<file path="src/rtl/pc_sequencer.sv">
// pc_sequencer: multi-cycle control sequencer for a small 16-bit CPU.
// Walks each instruction through FETCH, DECODE, EXEC, MEM and WB, drives the
// datapath strobes and counts retired instructions.
// Optional feature: define PC_SEQ_MEM_WAIT_EN to make FETCH and MEM stall
// until mem_ready_i is high; when undefined, both last exactly one cycle.
module pc_sequencer (
  input  logic        clock_i,
  input  logic        reset_i,
  input  logic        start_i,
  input  logic [3:0]  opcode_i,
  input  logic [2:0]  funct_i,
  input  logic        alu_zero_i,
  input  logic        mem_ready_i,
  output logic        pc_en_o,
  output logic [1:0]  pc_src_o,
  output logic [2:0]  aluop_o,
  output logic        alu_srca_o,
  output logic [1:0]  alu_srcb_o,
  output logic        ir_write_o,
  output logic        mem_read_o,
  output logic        mem_write_o,
  output logic        reg_write_o,
  output logic [2:0]  state_o,
  output logic [15:0] instr_count_o,
  output logic        illegal_o
);

  typedef enum logic [2:0] {
    S_IDLE   = 3'd0,
    S_FETCH  = 3'd1,
    S_DECODE = 3'd2,
    S_EXEC   = 3'd3,
    S_MEM    = 3'd4,
    S_WB     = 3'd5,
    S_HALTED = 3'd6,
    S_UNUSED = 3'd7
  } state_e;

  localparam logic [3:0] OP_RTYPE = 4'b0000;
  localparam logic [3:0] OP_ADDI  = 4'b0001;
  localparam logic [3:0] OP_LW    = 4'b0010;
  localparam logic [3:0] OP_SW    = 4'b0011;
  localparam logic [3:0] OP_BEQ   = 4'b0100;
  localparam logic [3:0] OP_BNE   = 4'b0101;
  localparam logic [3:0] OP_JUMP  = 4'b0110;
  localparam logic [3:0] OP_HALT  = 4'b1111;

  state_e      state_q, state_d;
  logic [3:0]  opcode_q, opcode_d;
  logic [2:0]  funct_q, funct_d;
  logic [15:0] instr_count_q, instr_count_d;
  logic        retire;
  logic        memDone;
  logic        branchTaken;

`ifdef PC_SEQ_MEM_WAIT_EN
  assign memDone = mem_ready_i;
`else
  logic unusedMemReady;
  assign unusedMemReady = mem_ready_i;
  assign memDone = 1'b1;
`endif

  assign branchTaken = ((opcode_q == OP_BEQ) &&  alu_zero_i) ||
                       ((opcode_q == OP_BNE) && !alu_zero_i);

  // Next-state, opcode latch, retire and datapath strobes; reset forces strobes low
  always_comb begin
    state_d     = state_q;
    opcode_d    = opcode_q;
    funct_d     = funct_q;
    retire      = 1'b0;
    pc_en_o     = 1'b0;
    pc_src_o    = 2'b00;
    aluop_o     = 3'b000;
    alu_srca_o  = 1'b0;
    alu_srcb_o  = 2'b00;
    ir_write_o  = 1'b0;
    mem_read_o  = 1'b0;
    mem_write_o = 1'b0;
    reg_write_o = 1'b0;
    illegal_o   = 1'b0;

    case (state_q)
      S_IDLE: begin
        if (start_i) state_d = S_FETCH;
      end
      S_FETCH: begin
        ir_write_o = 1'b1;
        mem_read_o = 1'b1;
        alu_srcb_o = 2'b01;
        pc_en_o    = memDone;
        if (memDone) state_d = S_DECODE;
      end
      S_DECODE: begin
        opcode_d   = opcode_i;
        funct_d    = funct_i;
        alu_srcb_o = 2'b11;
        case (opcode_i)
          OP_JUMP: begin
            pc_en_o  = 1'b1;
            pc_src_o = 2'b10;
            retire   = 1'b1;
            state_d  = S_FETCH;
          end
          OP_HALT: begin
            retire  = 1'b1;
            state_d = S_HALTED;
          end
          OP_RTYPE, OP_ADDI, OP_LW, OP_SW, OP_BEQ, OP_BNE: begin
            state_d = S_EXEC;
          end
          default: begin
            illegal_o = 1'b1;
            state_d   = S_FETCH;
          end
        endcase
      end
      S_EXEC: begin
        alu_srca_o = 1'b1;
        state_d    = S_FETCH;
        case (opcode_q)
          OP_RTYPE: begin
            aluop_o = funct_q;
            state_d = S_WB;
          end
          OP_ADDI: begin
            alu_srcb_o = 2'b10;
            state_d    = S_WB;
          end
          OP_LW, OP_SW: begin
            alu_srcb_o = 2'b10;
            state_d    = S_MEM;
          end
          OP_BEQ, OP_BNE: begin
            aluop_o  = 3'b001;
            pc_en_o  = branchTaken;
            pc_src_o = branchTaken ? 2'b01 : 2'b00;
            retire   = 1'b1;
          end
          default: ;
        endcase
      end
      S_MEM: begin
        mem_read_o  = (opcode_q == OP_LW);
        mem_write_o = (opcode_q == OP_SW);
        if (memDone) begin
          if (opcode_q == OP_LW) begin
            state_d = S_WB;
          end else begin
            retire  = (opcode_q == OP_SW);
            state_d = S_FETCH;
          end
        end
      end
      S_WB: begin
        reg_write_o = 1'b1;
        retire      = 1'b1;
        state_d     = S_FETCH;
      end
      S_HALTED: begin
        state_d = S_HALTED;
      end
      default: begin
        state_d = S_IDLE;
      end
    endcase

    if (reset_i) begin
      pc_en_o     = 1'b0;
      pc_src_o    = 2'b00;
      aluop_o     = 3'b000;
      alu_srca_o  = 1'b0;
      alu_srcb_o  = 2'b00;
      ir_write_o  = 1'b0;
      mem_read_o  = 1'b0;
      mem_write_o = 1'b0;
      reg_write_o = 1'b0;
      illegal_o   = 1'b0;
    end
  end

  assign instr_count_d = instr_count_q + {15'd0, retire};

  // State, latched instruction fields and retired-instruction counter
  always_ff @(posedge clock_i) begin
    if (reset_i) begin
      state_q       <= S_IDLE;
      opcode_q      <= 4'd0;
      funct_q       <= 3'd0;
      instr_count_q <= 16'd0;
    end else begin
      state_q       <= state_d;
      opcode_q      <= opcode_d;
      funct_q       <= funct_d;
      instr_count_q <= instr_count_d;
    end
  end

  assign state_o       = state_q;
  assign instr_count_o = instr_count_q;

endmodule

</file>
<file path="config.mk">
export PLATFORM = sky130hd
export DESIGN_NAME = pc_sequencer
export DESIGN_NICKNAME = d
export VERILOG_FILES = /design/src/rtl/pc_sequencer.sv
export SDC_FILE = /design/constraint.sdc
export NUM_CORES = 1
export LEC_CHECK = 0
export ABC_AREA = 1
export BUFFER_PORTS_ARGS = -buffer_cell sky130_fd_sc_hd__buf_2
export CAP_MARGIN = 30
export CORE_MARGIN = 5
export CORE_UTILIZATION = 40
export DETAILED_ROUTE_END_ITERATION = 6
export PLACE_DENSITY = 0.65
export SETUP_SLACK_MARGIN = 0.15
export SLEW_MARGIN = 20
export SYNTH_ARGS = -nofsm -noshare
export SYNTH_HDL_FRONTEND = slang
export SYNTH_SLANG_ARGS = --single-unit
</file>
<file path="constraint.sdc">
create_clock -name clock_i -period 4.84 [get_ports clock_i]
set_input_delay 0.484 -clock clock_i [delete_from_list [all_inputs] [get_ports clock_i]]
set_output_delay 0.484 -clock clock_i [all_outputs]
set_load 0.02 [all_outputs]
</file>
* Word-level counts from Yosys, hierarchy flattened
Cells that the tools add are included.
** Operators by class
- Mux-type cells :: 37
- Reductions and logical operators :: 14
- $add $sub $neg :: 1
- Equal/unequal tests :: 19
** Operators with widths (number)
- $pmux W3 S7 :: 1
- $eq A4 B3 Y1 const B :: 5
- $mux W1 :: 20
- $pmux W3 S2 :: 3
- $add A16 B1 Y16 :: 1
- $eq A4 B2 Y1 const B :: 4
- $mux W3 :: 4
- $eq A3 B3 Y1 const B :: 3
- $eq A4 B1 Y1 const B :: 2
- $logic_not A4 Y1 :: 2
- $mux W2 :: 4
- $reduce_or A2 Y1 :: 4
- $reduce_or A8 Y1 :: 1
- $eq A3 B2 Y1 const B :: 2
- $pmux W2 S3 :: 1
- $reduce_or A6 Y1 :: 1
- $eq A4 B4 Y1 const B :: 1
- $pmux W1 S4 :: 1
- $pmux W2 S2 :: 1
- $eq A3 B1 Y1 const B :: 1
- $logic_not A3 Y1 :: 1
- $pmux W1 S3 :: 1
- $reduce_or A3 Y1 :: 1
- $logic_and A1 B1 Y1 :: 2
- 4 further kinds :: 4
** Storage, ports and cells
- Word-level logic and storage cells :: 75
- Register bits :: 26
- Output and inout port bits :: 33
- Input bits :: 12

* Depth between registers and ports, before layout
- Depth in word-level cells :: 7
- Depth in mapped cells :: 14

* Least setup slack after synthesis
No wires, ideal clock.
- Path type :: flip-flop to flip-flop
- Start :: register state_q[1] (netlist: state_o[1])
- End :: register instr_count_q[12] (netlist: instr_count_o[12])
- Library setup time :: 0.116 ns
- Clock period less this slack :: 2.181 ns
- Path slack :: 2.659 ns
- Required time :: 4.724 ns
- Arrival :: 2.065 ns
- Path buffers :: 0
- Cell stages (with the launch flop) :: 14
- Cells stage by stage :: dfxtp_1 -> inv_2 -> nor3_4 -> nand2_1 -> nand2_1 -> nor2_1 -> nand3_1 -> ha_1 -> ha_1 -> nand2_1 -> nor2_1 -> nand3_1 -> o21ai_0 -> nor2_1
** Between the ends
- Longest elaborated chain between the ends :: 3
** Ends and longest elaborated chain
- start: declaration :: RTL line 48 : state_e state_q, state_d;
- start signal: assignment :: RTL line 193 : state_q <= state_d;
- $eq A3 B3 Y1 or $eq A3 B2 Y1 (tied branches) :: RTL line 84 : case (state_q)
- $pmux W1 S4 (*) :: RTL line 84
- $add A16 B1 Y16 (*) :: RTL line 183 : assign instr_count_d = instr_count_q + {15'd0, retire};
- end signal: assignment :: RTL line 196 : instr_count_q <= instr_count_d;
- end: declaration :: RTL line 51 : logic [15:0] instr_count_q, instr_count_d;
Mark *: on every way between the ends. The rest lies on a longest branch, timed or not.
A chain may end at the register's enable or synchronous reset.

* Final worst setup path
- Start :: register state_q[0] (netlist: state_o[0])
- End :: register instr_count_q[12] (netlist: instr_count_o[12])
The elaborated chain is that of the path after synthesis.

==> run metrics <==
outcome=complete, no violations; Critical Path End Type=flop; Slew Limit Headroom=around 66%; Sink Count=26; WP data required=between 5 and 6 ns; Core Box Area=3390 um^2; PortBufs=43; dpl cells=between 200 and 300; hpwl dp=between 2 and 3 mm; largest net degree at the start of global routing=28; GP Congestion=roughly 0.80; Die X=69.5 um; drt drc=0; mapped cell area=1420 um^2; Clock Path Buffers=2; CTS buffer count=3; GRT Total Usage=roughly 14%; post-cts repair resize count=0; Initial Util=approximately two fifths; peak supply drop=0.168 mV; Pre-Repair DR Iteration Count=4; CP max FO=9; final net count=270; max cap viols=0; vias in the first global route=around 1300; # setup viols final=0; Hold Crit Class=input port to flop; P_leak=~0.81 nW; Synth Register Bits=26; final hold slack=0.374 ns; Synth Instances=215; Cell Rows=21; unrepaired setup endpoints after global routing=no; GRT overflow=0; initial antenna violation count=0; post-route ant nets=0; Iteration-0 DRC Markers=90; CTS root buf=clkbuf_4; library cells used by synthesis=23; Finished Cell Area=about 1700 um^2; die area=between 4000 and 5000 um^2; area post-placement=~1600 um^2; Post-CTS Setup Inserts=0; Clock Latency Late Sink=approximately 0.32 ns; skew final=around 0.0030 ns; die height=a little under 70 um; min Tclk post-route=2.40 ns; Ant. Diodes=0; Slew Viols, Final=0; mean post-synth cell area=between 6 and 7 um^2; Final Power=~0.42 mW; setup TNS=0 ns; Non-Filler Instances=about 300; Achievable Freq=0.416 GHz; Post-Route WL=3.27 mm; vias per cell=between 4 and 5; H-tree levels=1; Cell Pwr Density=253 nW/um^2; DR WL/cell=approximately 11 um; area grow syn2layout=18.0%; sequential cell area fraction in the yosys report=36.7%; worst path arrival time=roughly 2.6 ns; Worst-path clk slew=between 0.1 and 0.15 ns; critical path class=flop to flop; CTS tree=done; cts hold-fix bufs=0; Fin. Hold Viols=0; Via Count=1415; type of origin of the critical path=flop; first-pass GRT wire length=around 5.6 mm; worst-margin pin slew=between 0.5 and 0.6 ns; layout cells sized above 1=approximately a fifth; Mapped Nets=about 230; Ys Warns=0; final worst-path cycle share=roughly half; IO Pins=45
## area by class of cell
| cell class | instances | area, um^2 |
|---|---|---|
| Clock buffer | 4 | 36.3 |
| Fill cell | 370 | 1720 |
| Inverter | 29 | 109 |
| Multi-Input combinational cell | 153 | 734 |
| Sequential cell | 26 | 520 |
| Tap cell | 46 | 57.6 |
| Timing Repair Buffer | 43 | 215 |
## worst max-delay path, cell delays in order, from the launching register on
cell,delay (ns)
dfxtp_1,0.43
nor3_4,0.39
nand2_1,0.16
nand2_1,0.08
nor2_1,0.05
nand3_1,0.08
ha_1,0.17
ha_1,0.16
nand2_1,0.07
nor2_1,0.36
nand3_1,0.15
o21ai_0,0.18
nor2_1,0.05
## sequential cells by signal (all words and copies together) (netlist names)
| register | flops |
|---|---|
| instr_count_o | 16 |
| opcode_q | 4 |
| funct_q | 3 |
| state_o | 3 |
## final timing paths
kind	startpoint	to	slack, ns	cells after the start
worst max register to register	state_o[0]	instr_count_o[12]	2.44	12
worst min register to register	funct_q[2]	funct_q[2]	0.47	2
worst min-delay path	funct_i[0]	funct_q[0]	0.37	3
worst max-delay path	state_o[0]	instr_count_o[12]	2.44	12
## power breakdown
group	total [mW]	switching (mW)	internal, mW
combinational	0.0786	0.0535	0.0250
sequential	0.235	0.0109	0.224
clock	0.110	0.0637	0.0460
total	0.423	0.128	0.295
## cells in the mapped netlist
cell | number | share of area, %
nor2_1 | 45 | 12
nand2_1 | 42 | 11
inv_1 | 27 | 7.1
dfxtp_1 | 26 | 37
a21oi_1 | 16 | 5.6
o21ai_0 | 14 | 4.9
nand3_1 | 13 | 4.6
nor3_1 | 5 | 1.8
nand4_1 | 4 | 1.8
xor2_1 | 4 | 2.5
buf_1 | 3 | 0.79
buf_6 | 2 | 1.6
ha_1 | 2 | 1.8
inv_2 | 2 | 0.53
xnor2_1 | 2 | 1.2
a31oi_1 | 1 | 0.44
buf_2 | 1 | 0.35
buf_8 | 1 | 1.1
nand3b_1 | 1 | 0.53
nor3_4 | 1 | 1.1
nor4_4 | 1 | 1.5
o21ai_1 | 1 | 0.35
o21ai_2 | 1 | 0.62
## cells in the final DEF (no fill, tap or decap), types with 3 or more instances in the layout
| master | netlist | routed |
|---|---|---|
| o21ai_0 | 14 | 14 |
| dfxtp_1 | 26 | 26 |
| nor2_1 | 45 | 45 |
| nand3_1 | 13 | 13 |
| buf_2 | 1 | 43 |
| xor2_1 | 4 | 4 |
| nor3_1 | 5 | 5 |
| nand2_1 | 42 | 42 |
| clkbuf_4 | 0 | 3 |
| inv_1 | 27 | 27 |
| nand4_1 | 4 | 4 |
| a21oi_1 | 16 | 16 |
## cell families after synthesis
logic type / Yosys count / synth area share (%)
and+or+nand+nor: 112 / 34.3
xor gates and xnor gates: 6 / 3.71
buffers and inverters: 36 / 11.5
DFF: 26 / 36.7
AOI/OAI and AO/OA: 33 / 12.0
adders and majority gates: 2 / 1.76
## stage by stage
stage	util (%)	setup WS, ns
4_1_cts	49.4	2.39
3_5_place_dp	48.3	2.22
5_1_grt	49.4	2.08
2_1_floorplan	-	2.66
3_3_place_gp	48.3	2.27
6_report	49.4	2.44
## per-layer routing
| metal | global-route usage [%] | vias to the layer above | wire length, um |
|---|---|---|---|
| met5 | 0 | - | 0 |
| met4 | 3.90 | 0 | 32 |
| met3 | 4.20 | 4 | 171 |
| met2 | 21.7 | 33 | 1410 |
| met1 | 18.2 | 613 | 1650 |
| li1 | - | 765 | - |
Power figures use the tool's default switching activity.
